**config.mk**
```make
export PLATFORM = sky130hd
export DESIGN_NAME = hs_byte_fifo
export DESIGN_NICKNAME = d
export VERILOG_FILES = /design/src/rtl/hs_pkg.sv /design/src/rtl/hs_sync2.sv /design/src/rtl/hs_byte_fifo.sv
export SDC_FILE = /design/constraint.sdc
export NUM_CORES = 1
export LEC_CHECK = 0
export CAP_MARGIN = 30
export CELL_PAD_IN_SITES_DETAIL_PLACEMENT = 0
export CELL_PAD_IN_SITES_GLOBAL_PLACEMENT = 1
export CORE_MARGIN = 4
export CORE_UTILIZATION = 49
export DETAILED_ROUTE_END_ITERATION = 7
export PLACE_DENSITY_LB_ADDON = 0.1
export SLEW_MARGIN = 20
export SYNTH_ARGS = -nofsm -noshare
export SYNTH_HDL_FRONTEND = slang
export SYNTH_SLANG_ARGS = --single-unit
```
**constraint.sdc**
```tcl
create_clock -name clock -period 2.3 [get_ports clock]
set_input_delay 0.69 -clock clock [delete_from_list [all_inputs] [get_ports clock]]
set_output_delay 0.69 -clock clock [all_outputs]
set_load 0.02 [all_outputs]
```
**src/rtl/hs_pkg.sv**
```systemverilog
// -----------------------------------------------------------------------------
// hs_pkg
// Shared definitions for the handshaked byte FIFO:
//   - default WIDTH / DEPTH constants
//   - input-side FSM state type (in_state_t)
//   - output-side FSM state type (out_state_t)
// -----------------------------------------------------------------------------
package hs_pkg;

    localparam int HS_DEFAULT_WIDTH = 8;
    localparam int HS_DEFAULT_DEPTH = 8;

    // Upstream side: wait for a request, then for its release.
    typedef enum logic {
        IN_IDLE = 1'b0,
        IN_WAIT = 1'b1
    } in_state_t;

    // Downstream side: present data, wait for the consumer's acknowledge
    // (rfd low), then wait for it to become ready again (rfd high).
    typedef enum logic [1:0] {
        OUT_IDLE    = 2'd0,
        OUT_WAIT_LO = 2'd1,
        OUT_WAIT_HI = 2'd2
    } out_state_t;

endpackage

```
**src/rtl/hs_sync2.sv**
```systemverilog
// -----------------------------------------------------------------------------
// hs_sync2
// Two-flop synchronizer for a single active-low handshake line. Both flops
// reset to 1 so that the synchronized line reads "inactive" out of reset.
// Ports:
//   clock - sampling clock
//   reset - asynchronous, active-high reset
//   d     - asynchronous input
//   q     - synchronized output (two clock edges of latency)
// -----------------------------------------------------------------------------
module hs_sync2
    import hs_pkg::*;
(
    input  logic clock,
    input  logic reset,
    input  logic d,
    output logic q
);

    logic r_meta;
    logic r_sync;

    always_ff @(posedge clock or posedge reset) begin
        if (reset) begin
            r_meta <= 1'b1;
            r_sync <= 1'b1;
        end else begin
            r_meta <= d;
            r_sync <= r_meta;
        end
    end

    assign q = r_sync;

endmodule

```
**src/rtl/hs_byte_fifo.sv**
```systemverilog
// -----------------------------------------------------------------------------
// hs_byte_fifo
// Non-fall-through FIFO between two four-phase dav_/rfd handshakes.
// An input FSM accepts one entry per upstream handshake; an output FSM
// presents one entry per downstream handshake on a registered byte_out.
//
// Optional build macro: HS_BYTE_FIFO_SYNC_EN
//   defined   - dav_in_ and rfd_out each pass through hs_sync2 (+2 edges)
//   undefined - dav_in_ and rfd_out are sampled directly
//
// Parameters:
//   DEPTH - number of entries (power of two, 2..256)
//   WIDTH - data bits per entry
// Ports:
//   clock    - single clock, rising edge
//   reset    - asynchronous, active-high reset
//   dav_in_  - upstream data valid (active low)
//   rfd_in   - ready for data to upstream
//   byte_in  - upstream data
//   dav_out_ - downstream data valid (active low)
//   rfd_out  - downstream ready for data
//   byte_out - downstream data (registered)
//   count    - number of stored entries
//   full     - count == DEPTH
//   empty    - count == 0
// -----------------------------------------------------------------------------
module hs_byte_fifo
    import hs_pkg::*;
#(
    parameter int DEPTH = HS_DEFAULT_DEPTH,
    parameter int WIDTH = HS_DEFAULT_WIDTH
) (
    input  logic                     clock,
    input  logic                     reset,
    input  logic                     dav_in_,
    output logic                     rfd_in,
    input  logic [WIDTH-1:0]         byte_in,
    output logic                     dav_out_,
    input  logic                     rfd_out,
    output logic [WIDTH-1:0]         byte_out,
    output logic [$clog2(DEPTH):0]   count,
    output logic                     full,
    output logic                     empty
);

    localparam int AW = $clog2(DEPTH);
    localparam int CW = AW + 1;

    logic             w_dav_in_;
    logic             w_rfd_out;
    logic             w_push;
    logic             w_pop;
    logic             w_full;
    logic             w_empty;

    logic [WIDTH-1:0] r_mem [DEPTH];
    logic [AW-1:0]    r_wr_ptr;
    logic [AW-1:0]    r_rd_ptr;
    logic [CW-1:0]    r_count;
    in_state_t        r_in_state;
    out_state_t       r_out_state;
    logic             r_dav_out_;
    logic [WIDTH-1:0] r_byte_out;

`ifdef HS_BYTE_FIFO_SYNC_EN
    hs_sync2 u_sync_dav_in (
        .clock (clock),
        .reset (reset),
        .d     (dav_in_),
        .q     (w_dav_in_)
    );

    hs_sync2 u_sync_rfd_out (
        .clock (clock),
        .reset (reset),
        .d     (rfd_out),
        .q     (w_rfd_out)
    );
`else
    assign w_dav_in_ = dav_in_;
    assign w_rfd_out = rfd_out;
`endif

    // Flags come straight from the registered count, so a pop that leaves
    // the FIFO not-full is visible right after that edge.
    assign w_full  = (r_count == CW'(DEPTH));
    assign w_empty = (r_count == '0);

    // A write happens on the idle-with-request edge; a pop happens on the
    // edge the consumer acknowledges (rfd low while data is presented).
    assign w_push = (r_in_state == IN_IDLE) && !w_dav_in_ && !w_full;
    assign w_pop  = (r_out_state == OUT_WAIT_LO) && !w_rfd_out;

    // Storage: no reset, so it can map onto RAM; stale contents are
    // harmless because count is cleared.
    always_ff @(posedge clock) begin
        if (w_push) begin
            r_mem[r_wr_ptr] <= byte_in;
        end
    end

    // Input FSM.
    always_ff @(posedge clock or posedge reset) begin
        if (reset) begin
            r_in_state <= IN_IDLE;
            r_wr_ptr   <= '0;
        end else begin
            case (r_in_state)
                IN_IDLE: begin
                    if (w_push) begin
                        r_wr_ptr   <= r_wr_ptr + AW'(1);
                        r_in_state <= IN_WAIT;
                    end
                end
                IN_WAIT: begin
                    if (w_dav_in_) begin
                        r_in_state <= IN_IDLE;
                    end
                end
                default: r_in_state <= IN_IDLE;
            endcase
        end
    end

    // Occupancy: simultaneous push and pop cancel out.
    always_ff @(posedge clock or posedge reset) begin
        if (reset) begin
            r_count <= '0;
        end else begin
            case ({w_push, w_pop})
                2'b10:   r_count <= r_count + CW'(1);
                2'b01:   r_count <= r_count - CW'(1);
                default: r_count <= r_count;
            endcase
        end
    end

    // Output FSM. byte_out is loaded only in OUT_IDLE, so it holds from
    // dav_out_ falling until the next load.
    always_ff @(posedge clock or posedge reset) begin
        if (reset) begin
            r_out_state <= OUT_IDLE;
            r_rd_ptr    <= '0;
            r_dav_out_  <= 1'b1;
            r_byte_out  <= '0;
        end else begin
            case (r_out_state)
                OUT_IDLE: begin
                    if (!w_empty && w_rfd_out) begin
                        r_byte_out  <= r_mem[r_rd_ptr];
                        r_dav_out_  <= 1'b0;
                        r_out_state <= OUT_WAIT_LO;
                    end
                end
                OUT_WAIT_LO: begin
                    if (!w_rfd_out) begin
                        r_rd_ptr    <= r_rd_ptr + AW'(1);
                        r_dav_out_  <= 1'b1;
                        r_out_state <= OUT_WAIT_HI;
                    end
                end
                OUT_WAIT_HI: begin
                    if (w_rfd_out) begin
                        r_out_state <= OUT_IDLE;
                    end
                end
                default: begin
                    r_out_state <= OUT_IDLE;
                    r_dav_out_  <= 1'b1;
                end
            endcase
        end
    end

    // rfd_in is decoded from registered state only (no input-to-output path).
    assign rfd_in   = (r_in_state == IN_IDLE) && !w_full;
    assign dav_out_ = r_dav_out_;
    assign byte_out = r_byte_out;
    assign count    = r_count;
    assign full     = w_full;
    assign empty    = w_empty;

endmodule

```
Word-level counts from Yosys, hierarchy flattened
Memories as Yosys holds them, arrays and structs flattened. A register that Yosys moved wholly into a read port is not among the register bits.
Cells that the tools add are included.
W data, S select, Z words.
{"block": "op_classes", "n_reduce_logical": 17, "n_mul": 0, "div": 0, "magnitude_cmp": 0, "addsub": 4, "shifts": 0, "n_mux": 12, "bitwise": 3, "n_eq_ne": 8}
{"op": "$pmux W4 S2", "n": 1}
{"op": "$add A3 B1 Y3 const B", "n": 2}
{"op": "$mux W2", "n": 3}
{"op": "$ne A2 B2 Y1 const B", "n": 3}
{"op": "$pmux W2 S3", "n": 1}
{"op": "$reduce_and A2 Y1", "n": 3}
{"op": "$reduce_and A3 Y1", "n": 2}
{"op": "$logic_and A1 B1 Y1", "n": 5}
{"op": "$mux W1", "n": 5}
{"op": "$add A4 B1 Y4 const B", "n": 1}
{"op": "$eq A2 B1 Y1 const B", "n": 2}
{"op": "$eq A2 B2 Y1 const B", "n": 2}
{"op": "$eq A4 B4 Y1 const B", "n": 1}
{"op": "$logic_not A1 Y1", "n": 4}
{"op": "$logic_not A4 Y1", "n": 1}
{"op": "$sub A4 B1 Y4 const B", "n": 1}
{"op": "$not A1 Y1", "n": 3}
{"op": "$pmux W1 S3", "n": 1}
{"op": "$logic_not A2 Y1", "n": 1}
{"op": "$pmux W1 S2", "n": 1}
{"op": "$reduce_bool A2 Y1", "n": 1}
{"block": "word_totals", "latchBits": 0, "mem_bits_rw": 64, "mem_bits_ro": 0, "ff_bits": 14, "output_inout_bits": 16, "input_bits": 12, "n_memories": 1}
{"name": "r_mem", "words": 8, "width": 8, "rd": 1, "rd_clocked_by_memory_dff": 1, "wr": 1, "line": "hs_byte_fifo.sv:56", "rtl": "logic [WIDTH-1:0] r_mem [DEPTH];"}

Depth between registers and ports, before layout
Gate-level depths: netlist of the first run.
{"block": "depth", "word_depth": 5, "mapped_depth": 11, "depth_no_buf": 10}

Worst setup path after synthesis of the first run
Ideal clock, no wire load.
{"block": "synth_timing", "kind": "register -> register", "start": "reg r_count[1], in the netlist count[1]", "end": "reg r_count[2], in the netlist count[2]", "setup_slack_ps": -101, "stages_incl_launch_ff": 12, "setup_time_ps": 139, "t_required_ps": 2161, "t_arrival_ps": 2262, "path_cell_list": "dfrtp_1 buf_6 nor4b_4 nor3_4 inv_1 ha_1 xor2_1 ha_1 a21oi_1 xor2_1 nor2_1 xor2_1"}
{"block": "synth_between", "elab_chain_len": 5, "word_cells_on_any_way": 9}
{"item": "from (decl)", "line": "hs_byte_fifo.sv:59", "rtl": "logic [CW-1:0] r_count;"}
{"item": "from (signal assigned)", "line": "hs_byte_fifo.sv:131", "rtl": "2'b10: r_count <= r_count + CW'(1);"}
{"item": "from (signal assigned)", "line": "hs_byte_fifo.sv:132", "rtl": "2'b01: r_count <= r_count - CW'(1);"}
{"item": "from (signal assigned)", "line": "hs_byte_fifo.sv:133", "rtl": "default: r_count <= r_count;"}
{"item": "$eq A4 B4 Y1 (*)", "line": "hs_byte_fifo.sv:86", "rtl": "assign w_full = (r_count == CW'(DEPTH));"}
{"item": "via full", "line": "hs_byte_fifo.sv:42", "rtl": "output logic full,"}
{"item": "$logic_not A1 Y1 (*)", "line": "hs_byte_fifo.sv:91", "rtl": "assign w_push = (r_in_state == IN_IDLE) && !w_dav_in_ && !w_full;"}
{"item": "$logic_and A1 B1 Y1 (*)", "line": "hs_byte_fifo.sv:91"}
{"item": "$eq A2 B1 Y1 or $eq A2 B2 Y1 (tied branches)", "line": "hs_byte_fifo.sv:130", "rtl": "case ({w_push, w_pop})"}
{"item": "$pmux W4 S2 or $reduce_bool A2 Y1 (tied branches)"}
The timed path passes the listed nets; every way through them passes the cells marked *.
A chain may end at the register's enable or synchronous reset.

Worst setup path after layout of the first run
{"block": "layout_timing", "start": "reg r_count[0], in the netlist count[0]", "end": "out rfd_in"}
{"block": "layout_between", "elab_chain_len": 3}
{"item": "$eq A4 B4 Y1", "line": "hs_byte_fifo.sv:86"}
{"item": "$logic_not A1 Y1", "line": "hs_byte_fifo.sv:176", "rtl": "assign rfd_in = (r_in_state == IN_IDLE) && !w_full;"}
{"item": "$logic_and A1 B1 Y1", "line": "hs_byte_fifo.sv:176"}
{"item": "to (decl)", "line": "hs_byte_fifo.sv:36", "rtl": "output logic rfd_in,"}
No other way between the ends.

==> impl_metrics.tcl, run 1 <==
set metrics [dict create \
    slowest_delay_ns 0.47 \
    crit_slowest_cell "dfrtp_2" \
    netSwitchingPower_mw 1.60 \
    grt_max_degree 23 \
    endpoint_kind "output pin" \
    maxSlewViolCount 0 \
    fin_crit_sh_pct 96.6 \
    numPortBuffers 27 \
    drtIter0Drc 119 \
    synth_most_common_cell "edfxtp_1" \
    via_count 1790 \
    wirelength_mm 6.49 \
    ys_ff_latch 86 \
    die_w_microns 92.5 \
    viasPerCell 5.16 \
    rows 30 \
    intPower_mw 3.40 \
    critPathArrivalTime_ns 1.53 \
    startpoint "count[0]" \
    max-clock-path-buffers 2 \
    synthArstFlopShare_pct 25.6 \
    clock_power_share_pct 20.9 \
    initial_core_util_pct 50.9 \
    synth_edf_count 64 \
    setup_ws_ns 0.0793 \
    post-place-ws_ns -0.281 \
    ir_drop_v 0.000532 \
    yosysUniqueCellTypes 35 \
    grt_remaining_overflow 0 \
    fmax_ghz 0.450 \
    post_drt_wl_per_cell_microns 18.7 \
    criticalPathCategory "register to output pin" \
    grt_setup_unrepaired "false" \
    core_sq_mm 0.00687 \
    synth_top_area_cell "edfxtp_1" \
    p_leak_nw 1.53 \
    clk_pin_slew_worst_paths_ns 0.08 \
    p_seq_share_pct 44.0 \
    period_minus_slack_ns 2.22 \
    start_kind "register" \
    drive_gt1_share_pct 28.7 \
    swShare_pct 32.0 \
    grt_antenna_before_repair 0 \
    synth_cells 192 \
    finalHoldViolations 0 \
    critPathBufInv 1 \
    antenna-diode-count 0 \
    tns_ns 0 \
    cp.required_ns 1.61 \
    die_area_sq_mm 0.00855 \
    yosysTopAreaCellShare_pct 55.0 \
    skew_ns 0.0132 \
    pwr-share-comb_pct 35.1 \
    track_usage_pct 16.5 \
    worst_hold_path_type "register to register" \
    cp_max_fo 7 \
    p_total_mw 5.00 \
    maxCapViolCount 0 \
    r2r-start "count[0]" \
    synth_commonest_cells "edfxtp_1 (64), dfrtp_1 (21), mux4_2 (16)" \
    worstMarginPinSlew_ns 0.358 \
    synthTopCellsByArea "edfxtp_1 (55%), dfrtp_1 (15%), mux4_2 (10%)" \
    slew_headroom_pct 76.1 \
    insertion_delay_ns 0.35 \
    path_cells "nor4b_4 > nor2_1 > dlygate4sd2_1" \
    first_pass_iters 4 \
    fin_util_pct 61.4 \
    pwr_density_cell_mw_per_mm2 1190 \
    cp_top_family "flip-flops" \
    cts_tree "yes" \
    drc_errors 0 \
    first_global_vias 1917 \
    fin_nets 263 \
    root_buffer "clkbuf_8" \
    synthFlopType "edfxtp_1" \
    area_growth_pct 20.6 \
    min_from "byte_out[2]" \
    grt_first_pass_wirelength_mm 10.3 \
    htree_levels 3 \
    status "finished clean" \
    avgSynthCellArea_sq_um 18.2 \
    cts_inserted_buffers 9 \
    ant_nets 0 \
    dp_hpwl_mm 4.47 \
    netlist_area_sq_mm 0.00350 \
    setup_viol 0 \
    syn-num-nets 209 \
    ys_warn_count 0 \
    ys_seq_area_share_pct 70.8 \
    ios 28 \
    die_y_microns 92.5 \
    clock_sinks 86 \
    gp_congestion 0.697 \
]
==> cell type report <==
class	count	area, sq um
clock buffers	11	141
clock inverters	5	60.1
fillers	511	2650
inverters	4	15.0
multi-input cells	93	950
flip-flops and latches	86	2480
well taps	96	120
repair buffers	52	453
==> cell usage in the layout (no fill, tap or decap), types with 5 or more instances in the layout <==
| master | synthesis | routed |
|---|---|---|
| edfxtp_1 | 64 | 64 |
| dfrtp_1 | 21 | 18 |
| clkdlybuf4s50_1 | 0 | 23 |
| nor2_1 | 7 | 7 |
| nand2_1 | 11 | 11 |
| xnor2_1 | 5 | 5 |
| mux4_2 | 16 | 16 |
| buf_4 | 1 | 25 |
| nor3b_1 | 5 | 5 |
| clkbuf_8 | 0 | 10 |
| mux2i_1 | 8 | 8 |
| o21ai_1 | 6 | 6 |
==> path summary, 6_finish.rpt <==
kind                       cells past startpoint          end  slack [ns]
setup / recovery                               3       rfd_in        0.08
hold / removal                                 2  byte_out[2]        0.50
setup reg to reg                              11     count[2]        0.14
hold reg to reg                                2  byte_out[2]        0.50
max in group asynchronous                      3     dav_out_        1.33
min in group asynchronous                      3  r_rd_ptr[1]        0.69
==> tightest hold or removal path, cell delays in order (launching register included) <==
cell	delay, ns
dfrtp_1	0.35
nand2_1	0.05
o21ai_1	0.06
==> state kept, by name, indices dropped and copies added (netlist names) <==
name         count
r_mem           64
byte_out         8
count            4
r_rd_ptr         3
r_wr_ptr         3
r_out_state      2
dav_out_         1
r_in_state       1
==> what timing repair did <==
action / CTS / global route
gates resized for setup: 5 / 4
setup buffers: 1 / 1
setup endpoints to repair: 3 / 2
hold buffers: 0 / 0
pin swaps: 1 / 0
endpoints found under the hold margin: 0 / 0
==> power groups by stage <==
stage / Sequential, mW / Combinational, mW / Clock, mW
final: 2.20 / 1.76 / 1.04
after global routing: 2.24 / 1.91 / 1.14
after CTS: 2.20 / 1.76 / 1.07
after detailed placement: 2.24 / 1.76 / 0
after global placement: 2.19 / 1.71 / 0
after floorplan: 2.29 / 1.09 / 0
==> metal layers <==
| layer | wire, microns | track usage (%) | up-vias |
|---|---|---|---|
| met5 | 0 | 0 | - |
| met4 | 102 | 6.68 | 0 |
| met3 | 222 | 2.76 | 9 |
| met2 | 3300 | 27.7 | 35 |
| met1 | 2870 | 21.5 | 905 |
| li1 | - | - | 841 |
==> cell families after synthesis <==
logic type      Yosys count  share of synthesized area (%)
simple gates             35                           6.19
buf+inv                  13                           2.54
xor+xnor                 10                           2.51
flops                    86                           70.8
mux                      27                           13.6
compound gates           16                           2.65
fa+ha+maj                 5                           1.79
==> through the flow <==
stage / std cells / area (sq um) / hold WS, ns
after floorplan: 192 / 3500 / 0.480
after global placement: 329 / 3990 / 0.464
after detailed placement: 329 / 3990 / 0.487
after CTS: 346 / 4200 / 0.506
after global routing: 347 / 4220 / 0.538
final: 347 / 4220 / 0.496
(Power assumes the default switching activity.)
==> run 2, diff against run 1 <==
--- a/config.mk
+++ b/config.mk
@@ -5,11 +5,12 @@
 export SDC_FILE = /design/constraint.sdc
 export NUM_CORES = 1
 export LEC_CHECK = 0
+export ABC_AREA = 1
 export CAP_MARGIN = 30
 export CELL_PAD_IN_SITES_DETAIL_PLACEMENT = 0
 export CELL_PAD_IN_SITES_GLOBAL_PLACEMENT = 1
 export CORE_MARGIN = 4
-export CORE_UTILIZATION = 49
+export CORE_UTILIZATION = 46
 export DETAILED_ROUTE_END_ITERATION = 7
 export PLACE_DENSITY_LB_ADDON = 0.1
 export SLEW_MARGIN = 20
==> impl_metrics.tcl, run 2 <==
set metrics [dict create \
    drc_errors 0 \
    maxSlewViolCount 0 \
    p_leak_nw 1.72 \
    synth_edf_count 64 \
    ys_ff_latch 86 \
    crit_slowest_cell "clkdlybuf4s50_1" \
    drtIter0Drc 155 \
    grt_first_pass_wirelength_mm 11.5 \
    synthArstFlopShare_pct 25.6 \
    first_pass_iters 4 \
    finalHoldViolations 0 \
    dp_hpwl_mm 4.65 \
    wirelength_mm 7.34 \
    ir_drop_v 0.000519 \
    first_global_vias 2211 \
    yosysTopAreaCellShare_pct 53.3 \
    cp.required_ns 1.61 \
    critPathArrivalTime_ns 1.50 \
    avgSynthCellArea_sq_um 11.2 \
    postCtsSetupRepairBufs 0 \
    syn-num-nets 340 \
    swShare_pct 35.7 \
    grt_remaining_overflow 0 \
    pwr-share-comb_pct 37.8 \
    grt_antenna_before_repair 0 \
    pwr_density_cell_mw_per_mm2 1240 \
    slowest_delay_ns 0.65 \
    ys_warn_count 0 \
    place_inst 463 \
    setup_ws_ns 0.114 \
    path_cells "clkdlybuf4s50_1" \
    skew_ns 0.0168 \
    die_y_microns 96.6 \
    status "finished clean" \
    area_growth_pct 21.4 \
    clock_sinks 86 \
    numPortBuffers 27 \
    holdWs_ns 0.464 \
    insertion_delay_ns 0.35 \
    criticalPathCategory "register to output pin" \
    via_count 2350 \
    root_buffer "clkbuf_8" \
    cts_inserted_buffers 9 \
    antenna-diode-count 0 \
    endpoint_kind "output pin" \
    synth_cells 323 \
    fin_nets 389 \
    grt_max_degree 34 \
    final_cell_mix "nor2_1 (75), edfxtp_1 (64), nand2_1 (43), o21ai_0 (33), nand3_1 (29)" \
    largest_reg_flops 64 \
    synth_top_area_cell "edfxtp_1" \
    min_from "dav_out_" \
    netSwitchingPower_mw 1.93 \
    initial_core_util_pct 46.9 \
    critPathBufInv 1 \
    fin_cells 479 \
    worstMarginPinSlew_ns 0.506 \
    synthTopCellsByArea "edfxtp_1 (53%), dfrtp_1 (15%), nor2_1 (7.8%)" \
    clock_power_share_pct 23.2 \
    fmax_ghz 0.458 \
    drive_gt1_share_pct 14.1 \
    intPower_mw 3.48 \
    ctsHoldBuffers 0 \
    grt_setup_unrepaired "false" \
    startpoint "count[3]" \
    die_w_microns 96.6 \
    synthFlopType "edfxtp_1" \
    slew_headroom_pct 66.2 \
    cp_max_fo 5 \
    p_total_mw 5.42 \
    layout_commonest_cell "nor2_1" \
    core_sq_mm 0.00769 \
    top_register "r_mem" \
    post-place-ws_ns -0.148 \
    setup_viol 0 \
    gp_congestion 0.818 \
    fin_util_pct 57.0 \
    track_usage_pct 17.3 \
    htree_levels 3 \
    synth_most_common_cell "nor2_1" \
    rows 32 \
    maxCapViolCount 0 \
    fin_crit_sh_pct 95.0 \
    ant_nets 0 \
    cts_tree "yes" \
    ios 28 \
    die_area_sq_mm 0.00933 \
    r2r-start "count[0]" \
    p_seq_share_pct 39.0 \
    max-clock-path-buffers 2 \
    period_minus_slack_ns 2.19 \
    netlist_area_sq_mm 0.00361 \
    synth_commonest_cells "nor2_1 (75), edfxtp_1 (64), nand2_1 (43)" \
    ys_seq_area_share_pct 68.6 \
    cp_top_family "buffers and inverters" \
    worst_hold_path_type "register to register" \
    post_drt_wl_per_cell_microns 15.3 \
    nFillCells 652 \
    yosysUniqueCellTypes 26 \
    viasPerCell 4.91 \
    clk_pin_slew_worst_paths_ns 0.09 \
    start_kind "register" \
]
==> run 2: cell count changes after synthesis, moves of 16 or more <==
cell     change
nor2_1      +68
nand2_1     +32
o21ai_0     +31
nand3_1     +29
mux4_2      -16
==> run 2: final timing paths <==
check / end / slack (ns) / depth (start not counted)
setup / recovery: count[3] / 0.11 / 1
hold / removal: dav_out_ / 0.46 / 2
setup reg to reg: count[2] / 0.51 / 11
hold reg to reg: dav_out_ / 0.46 / 2
max in group asynchronous: dav_out_ / 1.34 / 3
min in group asynchronous: count[3] / 0.67 / 3
==> run 2: area by class of cell <==
type                       instances  area [sq um]  share of cell area, %
multi-input combinational        208           987                   22.5
timing repair buffer              49           482                   11.0
sequential                        86          2470                   56.5
tap                              102           128                   2.91
clock inverter                     5           108                   2.46
clock buffer                      11           131                   3.00
inverter                          18          70.1                   1.60
==> run 2: timing repair <==
| action | in CTS | in global routing |
|---|---|---|
| hold endpoints to repair | 0 | 0 |
| gates resized for setup | 4 | 0 |
| setup endpoints to repair | 3 | 0 |
==> run 2: per-stage QoR <==
stage               cell area (sq um)  TNS (ns)
finish                           4380         0
global route                     4380         0
CTS                              4380         0
detailed placement               4140    -0.712
global placement                 4140    -0.522
floorplan                        3610         0
==> run 2: power by group through the flow <==
stage	Clock (mW)	Sequential (mW)	Combinational, mW
after floorplan	0	2.27	1.25
after global placement	0	2.14	2.07
after detailed placement	0	2.15	2.08
after CTS	1.28	2.11	2.08
after global routing	1.35	2.14	2.31
final	1.25	2.11	2.05
==> run 2: cells by family after synthesis <==
family	share of synthesized area (%)
AOI/OAI and AO/OA	5.55
xor gates and xnor gates	1.46
buffers and inverters	4.09
adders and majority gates	1.73
and+or+nand+nor	18.6
DFF	68.6
==> run 2: metal layers <==
layer  vias up  GRT usage (%)  share of wire, %
li1       1182              -                 -
met1      1092           23.7                46
met2        68           27.0                46
met3         8           3.02               6.4
met4         0           7.71               1.4
met5         -              0                 0
==> run 3, diff against run 2 <==
--- a/config.mk
+++ b/config.mk
@@ -11,7 +11,9 @@
 export CELL_PAD_IN_SITES_GLOBAL_PLACEMENT = 1
 export CORE_MARGIN = 4
 export CORE_UTILIZATION = 46
+export CTS_CLUSTER_DIAMETER = 60
 export DETAILED_ROUTE_END_ITERATION = 7
+export MAX_ROUTING_LAYER = met4
 export PLACE_DENSITY_LB_ADDON = 0.1
 export SLEW_MARGIN = 20
 export SYNTH_ARGS = -nofsm -noshare
==> impl_metrics.tcl, run 3 (synthesis gave the netlist of run 2 again) <==
set metrics [dict create \
    wirelength_mm 7.31 \
    skew_ns 0.0171 \
    pwr-share-comb_pct 37.8 \
    drtIter0Drc 153 \
    ff_latch_area_sq_mm 0.00247 \
    slowest_delay_ns 0.65 \
    fin_nets 389 \
    clock_power_share_pct 23.2 \
    path_cells "clkdlybuf4s50_1" \
    clk_pin_slew_worst_paths_ns 0.09 \
    post_drt_wl_per_cell_microns 15.3 \
    ir_drop_v 0.000520 \
    nFillCells 652 \
    place_inst 463 \
    layout_commonest_cell "nor2_1" \
    grt_antenna_before_repair 0 \
    root_buffer "clkbuf_8" \
    rows 32 \
    start_kind "register" \
    initial_core_util_pct 46.9 \
    criticalPathCategory "register to output pin" \
    endpoint_kind "output pin" \
    die_w_microns 96.6 \
    cp_top_family "buffers and inverters" \
    grt_first_pass_wirelength_mm 11.5 \
    top_register "r_mem" \
    critPathBufInv 1 \
    fin_crit_sh_pct 95.1 \
    period_minus_slack_ns 2.19 \
    p_leak_nw 1.72 \
    numPortBuffers 27 \
    ant_nets 0 \
    grt_remaining_overflow 0 \
    dp_hpwl_mm 4.65 \
    fin_util_pct 57.0 \
    maxCapViolCount 0 \
    viasPerCell 4.88 \
    drive_gt1_share_pct 14.1 \
    ctsHoldBuffers 0 \
    ios 28 \
    core_sq_mm 0.00769 \
    min_from "dav_out_" \
    p_seq_share_pct 39.0 \
    antenna-diode-count 0 \
    postCtsSetupRepairBufs 0 \
    r2r_cells 11 \
    status "finished clean" \
    gp_congestion 0.830 \
    r2r-start "count[0]" \
    holdPathEnd "dav_out_" \
    first_global_vias 2212 \
    cts_inserted_buffers 9 \
    cp.required_ns 1.61 \
    max-clock-path-buffers 2 \
    first_pass_iters 4 \
    pwr_density_cell_mw_per_mm2 1240 \
    cp_max_fo 5 \
    maxSlewViolCount 0 \
    hold_depth 2 \
    rrSetupSlack_ns 0.52 \
    fin_cells 479 \
    drc_errors 0 \
    swShare_pct 35.7 \
    setup_viol 0 \
    fmax_ghz 0.457 \
    largest_reg_flops 64 \
    clock_sinks 86 \
    htree_levels 3 \
    insertion_delay_ns 0.35 \
    finalHoldViolations 0 \
    intPower_mw 3.48 \
    netSwitchingPower_mw 1.93 \
    crit_slowest_cell "clkdlybuf4s50_1" \
    grt_max_degree 34 \
    reg2reg_to "count[2]" \
    via_count 2338 \
    die_area_sq_mm 0.00933 \
    track_usage_pct 17.8 \
    die_y_microns 96.6 \
    final_cell_mix "nor2_1 (75), edfxtp_1 (64), nand2_1 (43), o21ai_0 (33), nand3_1 (29)" \
    area_growth_pct 21.4 \
    slew_headroom_pct 66.1 \
    critPathArrivalTime_ns 1.50 \
    multi_input_area_sq_um 987 \
    grt_setup_unrepaired "false" \
    cts_tree "yes" \
    worstMarginPinSlew_ns 0.508 \
    worst_hold_path_type "register to register" \
]
## run 3: cell counts in the layout (fill, tap and decap cells not counted)
Identical to the previous run, type by type.
## run 3: per-layer routing
metal | share of wire (%) | track usage [%]
met1 | 47 | 23.6
met2 | 46 | 27.0
met3 | 5.4 | 3.25
met4 | 1.1 | 7.71
met5 | 0 | -
## run 3: through the flow
| step | hold WS, ns | area (sq um) | setup slack [ns] | power [mW] | setup TNS [ns] |
|---|---|---|---|---|---|
| floorplan | 0.474 | 3610 | 0.325 | 3.52 | 0 |
| global placement | 0.453 | 4140 | -0.113 | 4.21 | -0.522 |
| detailed placement | 0.454 | 4140 | -0.148 | 4.23 | -0.712 |
| CTS | 0.466 | 4380 | 0.0883 | 5.48 | 0 |
| global route | 0.477 | 4380 | 0.0285 | 5.80 | 0 |
| finish | 0.465 | 4380 | 0.112 | 5.42 | 0 |
## run 3: how the worst max path moves through the flow
stage                  start       end  slack, ns  cells past startpoint
floorplan            rfd_out  count[2]       0.33                     11
global placement     rfd_out  count[2]      -0.11                     11
detailed placement   rfd_out  count[2]      -0.15                     11
CTS                 count[3]  count[3]       0.09                      1
global route        count[0]    rfd_in       0.03                      5
finish              count[3]  count[3]       0.11                      1
## run 3: cell type report
| class | count | share of cell area (%) |
|---|---|---|
| multi-input cells | 208 | 22.5 |
| inverters | 18 | 1.60 |
| clock inverters | 5 | 2.46 |
| well taps | 102 | 2.91 |
| clock buffers | 11 | 3.00 |
| repair buffers | 49 | 11.0 |
| flip-flops and latches | 86 | 56.5 |
## run 3: power by group through the flow
| stage | Clock [mW] | Combinational, mW | Sequential [mW] |
|---|---|---|---|
| global placement | 0 | 2.07 | 2.14 |
| global route | 1.35 | 2.31 | 2.14 |
| floorplan | 0 | 1.25 | 2.27 |
| finish | 1.26 | 2.05 | 2.11 |
| detailed placement | 0 | 2.08 | 2.15 |
| CTS | 1.28 | 2.08 | 2.11 |
## run 3: what timing repair did
| item | 4_1_cts | 5_1_grt |
|---|---|---|
| resized for setup | 4 | 0 |
| endpoints found under the setup margin | 3 | 0 |
| hold endpoints to repair | 0 | 0 |
